### src/rtl/sc_game_timebase.sv
// rtl/sc_game_timebase.sv - game countdown timer, car-step pacing and saturating point counter
// SC_GAME_TIMEBASE_PAUSE_EN adds SC_GAME_TIMEBASE_pause_InLow to freeze the timebase.
module sc_game_timebase #(
  parameter int PRESCALE_DIV = 50000000,
  parameter int TIMER_WIDTH  = 4,
  parameter int SPEED_WIDTH  = 4,
  parameter int POINT_WIDTH  = 8
) (
  input  logic                   SC_GAME_TIMEBASE_CLOCK_50,
  input  logic                   SC_GAME_TIMEBASE_RESET_InHigh,
  input  logic                   SC_GAME_TIMEBASE_timerLoad_InLow,
  input  logic [TIMER_WIDTH-1:0] SC_GAME_TIMEBASE_timer_InBUS,
  input  logic [SPEED_WIDTH-1:0] SC_GAME_TIMEBASE_speedCounter_InBUS,
  input  logic                   SC_GAME_TIMEBASE_pointInc_InLow,
  input  logic                   SC_GAME_TIMEBASE_pointClear_InLow,
`ifdef SC_GAME_TIMEBASE_PAUSE_EN
  input  logic                   SC_GAME_TIMEBASE_pause_InLow,
`endif
  output logic                   SC_GAME_TIMEBASE_timer_OutLow,
  output logic                   SC_GAME_TIMEBASE_speedComparator_OutLow,
  output logic [POINT_WIDTH-1:0] SC_GAME_TIMEBASE_pointCounter_OutBUS,
  output logic                   SC_GAME_TIMEBASE_busy_Out
);

  localparam int PW = (PRESCALE_DIV > 2) ? $clog2(PRESCALE_DIV) : 1;
  localparam logic [PW-1:0] PRESCALE_LAST = PW'(PRESCALE_DIV - 1);

  localparam logic [1:0] STATE_IDLE   = 2'd0;
  localparam logic [1:0] STATE_RUN    = 2'd1;
  localparam logic [1:0] STATE_EXPIRE = 2'd2;

  logic [1:0]             state;
  logic [PW-1:0]          prescaler;
  logic [TIMER_WIDTH-1:0] countdown;
  logic [TIMER_WIDTH-1:0] pendingValue;
  logic                   pendingLoad;
  logic [SPEED_WIDTH-1:0] step;

  logic                   running;
  logic                   load;
  logic                   tick;
  logic [TIMER_WIDTH-1:0] loadValue;
  logic [SPEED_WIDTH:0]   stepNext;
  logic [SPEED_WIDTH:0]   period;

`ifdef SC_GAME_TIMEBASE_PAUSE_EN
  assign running = SC_GAME_TIMEBASE_pause_InLow;
`else
  assign running = 1'b1;
`endif

  assign load      = ~SC_GAME_TIMEBASE_timerLoad_InLow;
  assign tick      = (state == STATE_RUN) && running && (prescaler == PRESCALE_LAST);
  assign loadValue = load ? SC_GAME_TIMEBASE_timer_InBUS : pendingValue;
  assign stepNext  = {1'b0, step} + (SPEED_WIDTH+1)'(1);
  assign period    = (SC_GAME_TIMEBASE_speedCounter_InBUS == '0) ? (SPEED_WIDTH+1)'(1)
                                                                 : {1'b0, SC_GAME_TIMEBASE_speedCounter_InBUS};

  always_ff @(posedge SC_GAME_TIMEBASE_CLOCK_50 or posedge SC_GAME_TIMEBASE_RESET_InHigh) begin
    if (SC_GAME_TIMEBASE_RESET_InHigh) begin
      state                                   <= STATE_IDLE;
      prescaler                               <= '0;
      countdown                               <= '0;
      step                                    <= '0;
      pendingLoad                             <= 1'b0;
      pendingValue                            <= '0;
      SC_GAME_TIMEBASE_busy_Out               <= 1'b0;
      SC_GAME_TIMEBASE_timer_OutLow           <= 1'b1;
      SC_GAME_TIMEBASE_speedComparator_OutLow <= 1'b1;
    end else begin
      SC_GAME_TIMEBASE_timer_OutLow           <= 1'b1;
      SC_GAME_TIMEBASE_speedComparator_OutLow <= 1'b1;
      case (state)
        STATE_IDLE: begin
          prescaler <= '0;
          step      <= '0;
          if (load || pendingLoad) begin
            countdown   <= loadValue;
            pendingLoad <= 1'b0;
            if (loadValue == '0) begin
              state                         <= STATE_EXPIRE;
              SC_GAME_TIMEBASE_timer_OutLow <= 1'b0;
            end else begin
              state                     <= STATE_RUN;
              SC_GAME_TIMEBASE_busy_Out <= 1'b1;
            end
          end
        end
        STATE_RUN: begin
          // A restart swallows any tick that lands on the same cycle.
          if (load) begin
            countdown <= SC_GAME_TIMEBASE_timer_InBUS;
            prescaler <= '0;
            step      <= '0;
            if (SC_GAME_TIMEBASE_timer_InBUS == '0) begin
              state                         <= STATE_EXPIRE;
              SC_GAME_TIMEBASE_busy_Out     <= 1'b0;
              SC_GAME_TIMEBASE_timer_OutLow <= 1'b0;
            end
          end else if (tick) begin
            prescaler <= '0;
            if (countdown == TIMER_WIDTH'(1)) begin
              countdown                     <= '0;
              step                          <= '0;
              state                         <= STATE_EXPIRE;
              SC_GAME_TIMEBASE_busy_Out     <= 1'b0;
              SC_GAME_TIMEBASE_timer_OutLow <= 1'b0;
            end else begin
              countdown <= countdown - TIMER_WIDTH'(1);
              if (stepNext >= period) begin
                step                                    <= '0;
                SC_GAME_TIMEBASE_speedComparator_OutLow <= 1'b0;
              end else begin
                step <= stepNext[SPEED_WIDTH-1:0];
              end
            end
          end else if (running) begin
            prescaler <= prescaler + PW'(1);
          end
        end
        STATE_EXPIRE: begin
          state                     <= STATE_IDLE;
          prescaler                 <= '0;
          step                      <= '0;
          SC_GAME_TIMEBASE_busy_Out <= 1'b0;
          // Held for one cycle so IDLE can act on it next.
          if (load) begin
            pendingLoad  <= 1'b1;
            pendingValue <= SC_GAME_TIMEBASE_timer_InBUS;
          end
        end
        default: begin
          state                     <= STATE_IDLE;
          SC_GAME_TIMEBASE_busy_Out <= 1'b0;
        end
      endcase
    end
  end

  always_ff @(posedge SC_GAME_TIMEBASE_CLOCK_50 or posedge SC_GAME_TIMEBASE_RESET_InHigh) begin
    if (SC_GAME_TIMEBASE_RESET_InHigh) begin
      SC_GAME_TIMEBASE_pointCounter_OutBUS <= '0;
    end else if (!SC_GAME_TIMEBASE_pointClear_InLow) begin
      SC_GAME_TIMEBASE_pointCounter_OutBUS <= '0;
    end else if (!SC_GAME_TIMEBASE_pointInc_InLow && (SC_GAME_TIMEBASE_pointCounter_OutBUS != '1)) begin
      SC_GAME_TIMEBASE_pointCounter_OutBUS <= SC_GAME_TIMEBASE_pointCounter_OutBUS + POINT_WIDTH'(1);
    end
  end

endmodule

### config.mk
export PLATFORM = sky130hd
export DESIGN_NAME = sc_game_timebase
export DESIGN_NICKNAME = d
export VERILOG_FILES = /design/src/rtl/sc_game_timebase.sv
export SDC_FILE = /design/constraint.sdc
export NUM_CORES = 1
export LEC_CHECK = 0
export BUFFER_PORTS_ARGS = -buffer_cell sky130_fd_sc_hd__buf_2
export CAP_MARGIN = 40
export CORE_ASPECT_RATIO = 1.2
export CORE_MARGIN = 2
export CORE_UTILIZATION = 31
export CTS_BUF_LIST = sky130_fd_sc_hd__clkbuf_8 sky130_fd_sc_hd__clkbuf_16
export DETAILED_ROUTE_END_ITERATION = 8
export GPL_TIMING_DRIVEN = 0
export SLEW_MARGIN = 20
export SYNTH_ARGS = -nofsm -noshare
export SYNTH_HDL_FRONTEND = slang
export SYNTH_SLANG_ARGS = --single-unit
### constraint.sdc
create_clock -name SC_GAME_TIMEBASE_CLOCK_50 -period 6.5 [get_ports SC_GAME_TIMEBASE_CLOCK_50]
set_clock_uncertainty 0.15 [all_clocks]
set_input_delay 0.65 -clock SC_GAME_TIMEBASE_CLOCK_50 [delete_from_list [all_inputs] [get_ports SC_GAME_TIMEBASE_CLOCK_50]]
set_output_delay 0.65 -clock SC_GAME_TIMEBASE_CLOCK_50 [all_outputs]
set_load 0.01 [all_outputs]
==> summary.md, run 1 <==
| Metric | Value |
|---|---|
| Clock sinks | 52 |
| Setup CP Type | register to register |
| Hold Crit Class | input pin to asynchronous set/reset pin |
| Status | complete, no violations |
| Post-synth EDFFs | 0 |
| Initial antenna violation count | 0 |
| Worst-path clk slew | 0.08 ns |
| Max Freq | 0.394 GHz |
| Synth cell types | 55 |
| Ant. Diodes | 0 |
| Worst-skew pair later-pin latency | 0.29 ns |
| Worst endpoint required time | 6.50 ns |
| Net Count, Synth | 352 |
| Number of buffers added for setup after CTS | 0 |
| Post-route DRC violation count | 0 |
| Initial Util | 0.318 |
| Critical path's largest stage delay | 0.53 ns |
| Crit path max-delay family | simple AND/OR/NAND/NOR gates |
| Worst Path Max Fanout | 10 |
| FF-to-FF setup slack | 3.96 ns |
| Netlist Area Pre-Place | 3050 µm² |
| Worst-Margin Slew | 0.828 ns |
| Die X | 94.5 µm |
| Via density | 5.29 |
| Grt ovf | 0 |
| Max-cap violations | 0 |
| Number of global-route vias before repair | 2,566 |
| Clk Tree Root Cell | clkbuf_16 |
| I/O pins | 24 |
| Detailed-route via count | 2,562 |
| Final instance area | 3470 µm² |
| Data arrival time of the critical path | 2.54 ns |
| Post-DR wirelength/cell | 14.5 µm |
| Top cell type's share of synthesized area | 0.411 |
| Std cell rows | 39 |
| Ys flop type | dfrtp_1 |
| Post-synthesis sequential area ratio | 0.428 |
| Final hold vios | 0 |
| Routed Wire Length | 7.00 mm |
| Die area | 10,600 µm² |
| RSZ-0062 raised after global routing | false |
| Pre-Repair DR Iteration Count | 4 |
| Worst-case clock buffer depth | 2 |
| Layout cells sized above 1 | 0.166 |
| Area delta synth->final | 13.8% |
| Core area | 9560 µm² |
| Worst Setup End Kind | register |
| Final Setup Violations | 0 |
| Peak supply drop | 147 µV |
| Area leader, netlist | dfrtp_1 |
| H-tree Lvls | 2 |
| Largest net degree at the start of global routing | 53 |
| Drt initial violations | 150 |
| CP max-delay cell | nor2_1 |
| Worst flop-to-flop path startpoint | prescaler[0]$_DFFE_PP0P_ |
| Leak | 0.00147 µW |
| Post-Syn Instances | 330 |
| First-pass GRT wire length | 12.2 mm |
| Port-buffer cells | 23 |
| GRT Util Overall | 0.143 |
| GPL Wtd Cong | 0.818 |
| Fillers | 1,015 |
| CTS tree | yes |
| Nets | 382 |
| Worst path cell trace | ha_1 > nand3_1 > nor2_1 > a31oi_2 > buf_6 > buf_2 > a21oi_1 > a31oi_1 |
| YS warnings | 0 |
| TritonCTS buffer count | 5 |
| Final Max Slew Viols | 0 |
| Dpl hpwl | 4.97 mm |
| Synth area leaders | dfrtp_1, a31oi_1, nand3_1 |
| Sum of negative setup slack | 0 ns |
| Synth Area per Inst | 9.23 µm² |
| Dpl cell area | 3320 µm² |
| Post-route clock period utilization | 0.391 |
| Fraction of registers with async set/reset | 1.00 |
| Crit path time final | 2.54 ns |
| Worst rel slew slack | 0.433 |
| CP Launch Type | register |
| FF+latch count, synth | 52 |
| Hold buffer count at cts | 0 |
| DRT antenna net count | 0 |
| CP Buf/Inv Count | 2 |
| Post-cts sizing count | 0 |
| Crit. Startpoint | prescaler[0]$_DFFE_PP0P_ |
| PD cells | 307 nW/µm² |
| Die Y | 113 µm |
## power breakdown
part / total, µW / internal (µW) / switching, µW / leakage [µW]
clock network: 272 / 146 / 127 / 0.0000708
registers: 421 / 377 / 44.4 / 0.000694
logic: 371 / 155 / 216 / 0.000707
total: 1060 / 678 / 387 / 0.00147
## path summary, 6_finish.rpt
check	end	cells past startpoint
max reg2reg	prescaler[5]$_DFFE_PP0P_	8
min	SC_GAME_TIMEBASE_pointCounter_OutBUS[3]$_DFFE_PP0P_	2
min in group SC_GAME_TIMEBASE_CLOCK_50	prescaler[6]$_DFFE_PP0P_	1
min reg2reg	prescaler[6]$_DFFE_PP0P_	1
max in group asynchronous	prescaler[14]$_DFFE_PP0P_	2
max	prescaler[5]$_DFFE_PP0P_	8
## worst reg2reg max path, cell delays in order, from the launching register on
cell     delay [ns]
dfrtp_1        0.40
ha_1           0.22
nand3_1        0.17
nor2_1         0.54
a31oi_2        0.30
buf_6          0.23
buf_2          0.20
a21oi_1        0.15
a31oi_1        0.06
## sequential cells by signal, indices dropped and copies added (netlist names)
name,cells
state,2
SC_GAME_TIMEBASE_speedComparator_OutLow,1
pendingValue,4
SC_GAME_TIMEBASE_pointCounter_OutBUS,8
pendingLoad,1
countdown,4
step,4
SC_GAME_TIMEBASE_busy_Out,1
SC_GAME_TIMEBASE_timer_OutLow,1
prescaler,26
## cell usage in the layout (no fill, tap or decap), types with 4 or more instances in the layout
| cell type | netlist | final |
|---|---|---|
| o21ai_1 | 4 | 4 |
| nand2b_1 | 6 | 6 |
| nor3_1 | 8 | 8 |
| nand3_1 | 26 | 26 |
| xnor2_1 | 5 | 5 |
| clkbuf_16 | 0 | 5 |
| a21oi_1 | 18 | 18 |
| inv_1 | 17 | 16 |
| a31oi_1 | 22 | 22 |
| mux2_2 | 9 | 9 |
| nor2_1 | 23 | 23 |
| buf_2 | 3 | 26 |
| buf_6 | 5 | 5 |
| o211ai_1 | 5 | 5 |
| dfrtp_1 | 50 | 50 |
| nor4_1 | 4 | 4 |
| mux2i_1 | 6 | 6 |
| ha_1 | 9 | 9 |
| nand4_1 | 13 | 13 |
| clkbuf_1 | 6 | 6 |
| nand2_1 | 30 | 30 |
| o21ai_0 | 9 | 9 |
## cell families after synthesis
family	after synthesis	share of synthesized area
buffers and inverters	31	0.0518
muxes	15	0.0530
DFF	52	0.428
and+or+nand+nor	135	0.237
xor gates and xnor gates	8	0.0230
adders and majority gates	9	0.0370
AOI/OAI and AO/OA	80	0.171
## Yosys cell counts, types with 2 or more instances
cell,number
nand2b_1,6
mux2i_1,6
o2bb2ai_1,2
a22o_1,2
and2_1,2
dfrtp_1,50
o31ai_1,3
o21ai_1,4
o211ai_1,5
or3b_2,2
ha_1,9
inv_1,17
mux2_2,9
nand3_1,26
dfstp_2,2
nand3b_1,3
buf_6,5
nor2b_1,2
xor2_1,3
xnor2_1,5
and3_1,3
clkbuf_1,6
nand4_1,13
nor3_1,8
a21oi_1,18
nor4_1,4
nor3b_1,2
buf_2,3
a41oi_1,2
nand2_1,30
a31oi_1,22
o21ai_0,9
nor2_1,23
and4_1,2
or2_2,2
## layout make-up
| type | instances | area (µm²) | share of cell area |
|---|---|---|---|
| Timing Repair Buffer | 23 | 115 | 0.0332 |
| Buffer | 14 | 93.8 | 0.0271 |
| Tap cell | 123 | 154 | 0.0444 |
| Clock buffer | 5 | 125 | 0.0361 |
| Clock inverter | 3 | 25.0 | 0.00722 |
| Inverter | 17 | 66.3 | 0.0191 |
| Sequential cell | 52 | 1300 | 0.376 |
| Multi-Input combinational cell | 247 | 1580 | 0.457 |
## per-layer routing
| metal | track usage | share of wire |
|---|---|---|
| met4 | 0.0589 | 0.023 |
| met1 | 0.176 | 0.45 |
| met5 | 0 | 0 |
| met3 | 0.0215 | 0.036 |
| met2 | 0.247 | 0.49 |
## per-stage QoR
| stage | instances | worst slack (ns) | utilization | total power, µW | hold WS, ns |
|---|---|---|---|---|---|
| after floorplan | 330 | 4.25 | - | 697 | 0.300 |
| after global placement | 476 | 3.68 | 0.347 | 788 | 0.324 |
| after detailed placement | 476 | 3.97 | 0.347 | 798 | 0.324 |
| after CTS | 484 | 3.98 | 0.363 | 1070 | 0.331 |
| after global routing | 484 | 3.75 | 0.363 | 1140 | 0.358 |
| final | 484 | 3.96 | 0.363 | 1060 | 0.297 |
No activity file was read; power rests on OpenSTA's default activity.
==> inputs of run 2 (changes only) <==
Clock period 6.5 ns to 2.4 ns, I/O delays scaled along.
==> run 2 against run 1 <==
The run now ends with negative setup slack left. Fmax is 5.7% higher. Register-to-register slack worse by 4.0 ns. Global-route usage about the same. Sequential power increased to 2.7 times the previous value. Clock power rose to 2.7 times the previous value. Power rose to 2.8 times the previous value. Final cell count increased by 1.9%. Design area increased by 6.5%. Die area is the same. First-iteration DRC count fell by 7.3%. Non-clock buffer count grew 9. Critical endpoint is now countdown[3]$_DFFE_PP0P_.
==> summary.md, run 2 (same netlist as run 1, synthesis figures left out) <==
| Metric | Value |
|---|---|
| Final Setup Violations | 3 |
| CTS tree | yes |
| Clk Tree Root Cell | clkbuf_16 |
| Clock sinks | 52 |
| Worst-path clk slew | 0.08 ns |
| CP Launch Type | register |
| First-pass GRT wire length | 12.3 mm |
| GPL Wtd Cong | 0.818 |
| Std cell rows | 39 |
| Worst-Margin Slew | 0.829 ns |
| Setup CP Type | register to register |
| Worst hold path cell count | 2 |
| Data arrival time of the critical path | 2.44 ns |
| Layout cells sized above 1 | 0.238 |
| RSZ-0062 raised after global routing | true |
| Post-route DRC violation count | 0 |
| Worst endpoint required time | 2.43 ns |
| Max Freq | 0.416 GHz |
| Post-DR wirelength/cell | 14.7 µm |
| Port-buffer cells | 23 |
| TritonCTS buffer count | 5 |
| H-tree Lvls | 2 |
| Leak | 0.00158 µW |
| Initial antenna violation count | 0 |
| GRT Util Overall | 0.143 |
| P_int | 1930 µW |
| DRT antenna net count | 0 |
| Max reg flops | 26 |
| Comb power frac | 0.379 |
| Sequential share of power | 0.378 |
| Nets | 391 |
| Worst Path Max Fanout | 6 |
| Detailed-route via count | 2,601 |
| Worst Setup End Kind | register |
| Final hold vios | 0 |
| FF-to-FF setup slack | -0.003 ns |
| Area delta synth->final | 21.2% |
| Top reg by flops | prescaler |
| I/O pins | 24 |
| Via density | 5.28 |
| Net switching power | 1100 µW |
| Number of global-route vias before repair | 2,568 |
| Min-Delay Endpoint | SC_GAME_TIMEBASE_pointCounter_OutBUS[3]$_DFFE_PP0P_ |
| Post-route clock period utilization | 1.00 |
| Crit path time final | 2.40 ns |
| Worst flop-to-flop path startpoint | prescaler[10]$_DFFE_PP0P_ |
| Initial Util | 0.318 |
| Die X | 94.5 µm |
| Core area | 9560 µm² |
| Status | complete, but fails checks |
| R2r worst-path depth | 7 |
| Die Y | 113 µm |
| Worst-skew pair later-pin latency | 0.29 ns |
| Sum of negative setup slack | -0.00723 ns |
| Ant. Diodes | 0 |
| Dpl hpwl | 4.97 mm |
| Commonest cells after routing, fill and taps aside | dfrtp_1, nand2_1, nand3_1, buf_2 |
| Pre-Repair DR Iteration Count | 4 |
| Failing checks | negative setup slack |
| Critical R2R Capture | countdown[3]$_DFFE_PP0P_ |
| Hold path start | SC_GAME_TIMEBASE_pointClear_InLow |
| Routed Wire Length | 7.27 mm |
| Total power | 3030 µW |
| Sw Share | 0.364 |
| Biggest regs | prescaler x26, SC_GAME_TIMEBASE_pointCounter_OutBUS x8 |
| Grt ovf | 0 |
| PD cells | 821 nW/µm² |
| Final setup margin | -0.00279 ns |
| Final Max Slew Viols | 0 |
| Hold Crit Class | input pin to register |
| Commonest non-fill, non-tap cell in the layout | dfrtp_1 |
| Die area | 10,600 µm² |
| Largest net degree at the start of global routing | 53 |
| Clock power share | 0.243 |
| Max-cap violations | 0 |
| Worst rel slew slack | 0.433 |
| Peak supply drop | 398 µV |
| Drt initial violations | 139 |
| Worst-case clock buffer depth | 2 |
run 2: cell types whose count changed in the layout (fill, tap and decap cells not counted), sizes merged:
cell / previous run / this run
buf: 31 / 39
dlygate4sd3: 0 / 1
run 2: worst max path at each step:
| stage | cells past startpoint | slack [ns] | startpoint | end |
|---|---|---|---|---|
| after detailed placement | 8 | -0.11 | prescaler[0]$_DFFE_PP0P_ | prescaler[5]$_DFFE_PP0P_ |
| after global routing | 7 | -0.07 | prescaler[10]$_DFFE_PP0P_ | countdown[0]$_DFFE_PP0P_ |
| final | 7 | -0.003 | prescaler[10]$_DFFE_PP0P_ | countdown[3]$_DFFE_PP0P_ |
| after CTS | 7 | 0.02 | prescaler[18]$_DFFE_PP0P_ | prescaler[5]$_DFFE_PP0P_ |
| after floorplan | 8 | 0.15 | prescaler[10]$_DFFE_PP0P_ | prescaler[23]$_DFFE_PP0P_ |
| after global placement | 8 | -0.05 | prescaler[10]$_DFFE_PP0P_ | prescaler[21]$_DFFE_PP0P_ |
run 2: worst max-delay path, stage by stage (launching register included):
cell	delay, ns
dfrtp_1	0.37
buf_6	0.13
or4b_4	0.52
nor4_4	0.34
a31oi_4	0.16
buf_4	0.18
nand2b_4	0.15
mux2_2	0.28
run 2: per-layer routing:
layer	GRT usage	vias to the layer above	share of wire
met5	0	-	0
met4	0.0570	0	0.018
met3	0.0208	8	0.027
met2	0.249	40	0.50
met1	0.177	1254	0.45
li1	-	1299	-
run 2: final cells by class:
| class | instances | area [µm²] |
|---|---|---|
| buffer | 13 | 114 |
| clock buffer | 5 | 125 |
| clock inverter | 3 | 25.0 |
| fill | 968 | 5870 |
| inverter | 17 | 66.3 |
| multi-input combinational | 247 | 1700 |
| sequential | 52 | 1300 |
| tap | 123 | 154 |
| timing repair buffer | 33 | 208 |
run 2: what timing repair did:
item	in CTS	in global routing
hold buffers	1	0
setup endpoints to repair	31	23
gates resized for setup	3	27
cloned	0	2
endpoints found under the hold margin	50	0
setup buffers	2	5
pin swaps	2	7
run 2: through the flow:
stage / instance area, µm² / std cells / setup WS, ns / util / hold WS (ns)
global route: 3690 / 493 / -0.0656 / 0.386 / 0.0216
finish: 3690 / 493 / -0.00279 / 0.386 / 0.0122
CTS: 3500 / 486 / 0.0216 / 0.366 / 0.0114
global placement: 3310 / 476 / -0.0497 / 0.347 / 0.314
detailed placement: 3320 / 476 / -0.110 / 0.347 / 0.240
floorplan: 3050 / 330 / 0.154 / - / 0.219
run 2: power by group through the flow:
stage	clock network [µW]	logic, µW	registers, µW
2_1_floorplan	0	754	1130
3_3_place_gp	0	985	1150
3_5_place_dp	0	1010	1150
4_1_cts	760	1030	1140
5_1_grt	796	1280	1160
6_report	737	1150	1150
==> inputs of run 3 (changes only) <==
==> constraint.sdc (replaced) <==
create_clock -name SC_GAME_TIMEBASE_CLOCK_50 -period 2.4 [get_ports SC_GAME_TIMEBASE_CLOCK_50]
set_clock_uncertainty 0.15 [all_clocks]
set_input_delay 0.36 -clock SC_GAME_TIMEBASE_CLOCK_50 [delete_from_list [all_inputs] [get_ports SC_GAME_TIMEBASE_CLOCK_50]]
set_output_delay 0.36 -clock SC_GAME_TIMEBASE_CLOCK_50 [all_outputs]
set_load 0.01 [all_outputs]
==> run 3 against run 2 <==
The run ends with negative hold slack, negative setup slack left. Register-to-register slack is essentially flat. Die area is the same. Fmax grew 0.11%. Critical endpoint unchanged. Flip-flop and latch count is the same. Final cell count shrank 0.20%. Sequential power is essentially flat. Worst hold slack lost 0.017 ns. Largest power group unchanged. Global-route usage is the same. Largest cell class unchanged. Combinational power is essentially flat.
==> summary.md, run 3 (same netlist as run 1, synthesis figures left out) <==
| Metric | Value |
|---|---|
| Status | complete, but fails checks |
| Failing checks | negative hold slack, negative setup slack |
| Crit path time final | 2.40 ns |
| Critical path's largest stage delay | 0.52 ns |
| Max-cap violations | 0 |
| Reg area | 1300 µm² |
| Std cell rows | 39 |
| Met3 routed WL | 241 µm |
| PD cells | 824 nW/µm² |
| Final hold vios | 2 |
| Max Freq | 0.417 GHz |
| Worst endpoint required time | 2.44 ns |
| Clock power share | 0.244 |
| TritonCTS buffer count | 5 |
| Hold WS | -0.00477 ns |
| Worst-path clk slew | 0.08 ns |
| Footprint of the multi-input gates | 1700 µm² |
| Initial Util | 0.318 |
| Die X | 94.5 µm |
| Worst Setup End Kind | register |
| Nets | 390 |
| RSZ-0062 raised after global routing | true |
| Port-buffer cells | 23 |
| First-pass GRT wire length | 12.3 mm |
| Initial antenna violation count | 0 |
| Final Max Slew Viols | 0 |
| GRT Util Overall | 0.143 |
| Setup CP Type | register to register |
| Net switching power | 1110 µW |
| Clk Tree Root Cell | clkbuf_16 |
| CTS tree | yes |
| Dpl hpwl | 4.97 mm |
| Worst path cell trace | buf_6 > or4b_4 > nor4_4 > a31oi_4 > buf_4 > nand2b_4 > mux2_2 |
| CP Launch Type | register |
| Clock sinks | 52 |
| Worst-skew pair later-pin latency | 0.30 ns |
| Sequential share of power | 0.378 |
| I/O pins | 24 |
| Worst rel slew slack | 0.432 |
| Worst-Margin Slew | 0.830 ns |
| Pre-Repair DR Iteration Count | 7 |
| Layout cells sized above 1 | 0.238 |
| Worst Path Max Fanout | 6 |
| Sum of negative setup slack | -0.000114 ns |
| Sw Share | 0.365 |
| Fin util | 0.385 |
| Post-route clock period utilization | 1.00 |
| Number of global-route vias before repair | 2,566 |
| Top reg by flops | prescaler |
| Grt ovf | 0 |
| DRT antenna net count | 0 |
| Die area | 10,600 µm² |
| H-tree Lvls | 2 |
| Detailed-route via count | 2,625 |
| Commonest non-fill, non-tap cell in the layout | dfrtp_1 |
| Worst-case clock buffer depth | 2 |
| Total power | 3030 µW |
| Leak | 0.00157 µW |
| Biggest regs | prescaler x26, SC_GAME_TIMEBASE_pointCounter_OutBUS x8 |
| Area delta synth->final | 20.9% |
| Wl on met1 | 3.23 mm |
| Max layer used | met4 |
| CP max-delay cell | or4b_4 |
| Final Setup Violations | 1 |
| Data arrival time of the critical path | 2.44 ns |
| P_int | 1930 µW |
| Drt initial violations | 156 |
| Commonest cells after routing, fill and taps aside | dfrtp_1, nand2_1, nand3_1, buf_2 |
| Peak supply drop | 397 µV |
| Routed Wire Length | 7.27 mm |
| Ant. Diodes | 0 |
| Core area | 9560 µm² |
| Max reg flops | 26 |
| Die Y | 113 µm |
| Largest net degree at the start of global routing | 53 |
| Hold Crit Class | input pin to asynchronous set/reset pin |
| Met2 wire length | 3.67 mm |
| Post-route DRC violation count | 0 |
| Fillers | 969 |
| Via density | 5.34 |
| GPL Wtd Cong | 0.818 |
| Final setup margin | -0.000114 ns |
| Post-DR wirelength/cell | 14.8 µm |
| Comb power frac | 0.378 |
run 3: changes by cell type in the layout (fill, tap and decap cells not counted), sizes merged:
cell / previous run / this run
dlygate4sd3: 1 / 0
run 3: area by class of cell:
type | instances | area share
Multi-Input combinational cell | 247 | 0.461
Sequential cell | 52 | 0.354
Timing Repair Buffer | 32 | 0.0537
Tap cell | 123 | 0.0418
Clock buffer | 5 | 0.0340
Buffer | 13 | 0.0309
Inverter | 17 | 0.0180
Clock inverter | 3 | 0.00680
run 3: critical path, delay by kind of cell, from the launching register on:
kind / cells / cell delay [ns]
buffers and inverters: 2 / 0.31
and+or+nand+nor: 3 / 1.01
AOI/OAI and AO/OA: 1 / 0.16
DFF: 1 / 0.37
muxes: 1 / 0.28
run 3: worst paths after layout:
kind / startpoint / endpoint / slack (ns) / cells after the start
worst max-delay path: prescaler[10]$_DFFE_PP0P_ / countdown[3]$_DFFE_PP0P_ / -0.0001 / 7
worst min-delay path: SC_GAME_TIMEBASE_RESET_InHigh / SC_GAME_TIMEBASE_pointCounter_OutBUS[3]$_DFFE_PP0P_ / -0.005 / 2
worst max register to register: prescaler[10]$_DFFE_PP0P_ / countdown[3]$_DFFE_PP0P_ / -0.0001 / 7
worst min register to register: prescaler[6]$_DFFE_PP0P_ / prescaler[6]$_DFFE_PP0P_ / 0.33 / 1
max in group asynchronous: SC_GAME_TIMEBASE_RESET_InHigh / prescaler[11]$_DFFE_PP0P_ / 1.64 / 2
min in group SC_GAME_TIMEBASE_CLOCK_50: SC_GAME_TIMEBASE_pointClear_InLow / SC_GAME_TIMEBASE_pointCounter_OutBUS[3]$_DFFE_PP0P_ / 0.13 / 2
run 3: power by group through the flow:
stage | Sequential (µW) | Clock (µW) | Combinational [µW]
3_5_place_dp | 1150 | 0 | 1010
2_1_floorplan | 1130 | 0 | 754
6_report | 1150 | 738 | 1150
4_1_cts | 1140 | 760 | 1030
5_1_grt | 1160 | 796 | 1280
3_3_place_gp | 1150 | 0 | 985
run 3: layer usage:
metal,global-route usage,vias up
met5,0,-
met2,0.249,49
met1,0.177,1270
met4,0.0570,0
li1,-,1297
met3,0.0208,9
run 3: stage by stage:
step	setup slack, ns	instances	cell area, µm²
after CTS	0.0216	485	3490
after detailed placement	-0.110	476	3320
after global placement	-0.128	476	3310
final	-0.000114	492	3680
after global routing	-0.0656	492	3680
after floorplan	0.154	330	3050
run 3: repair_timing:
item | in CTS | in global routing
cloned | 0 | 2
buffers inserted | 2 | 5
endpoints found under the setup margin | 31 | 23
resized for setup | 3 | 27
hold buffers | 0 | 0
pin swaps | 2 | 7
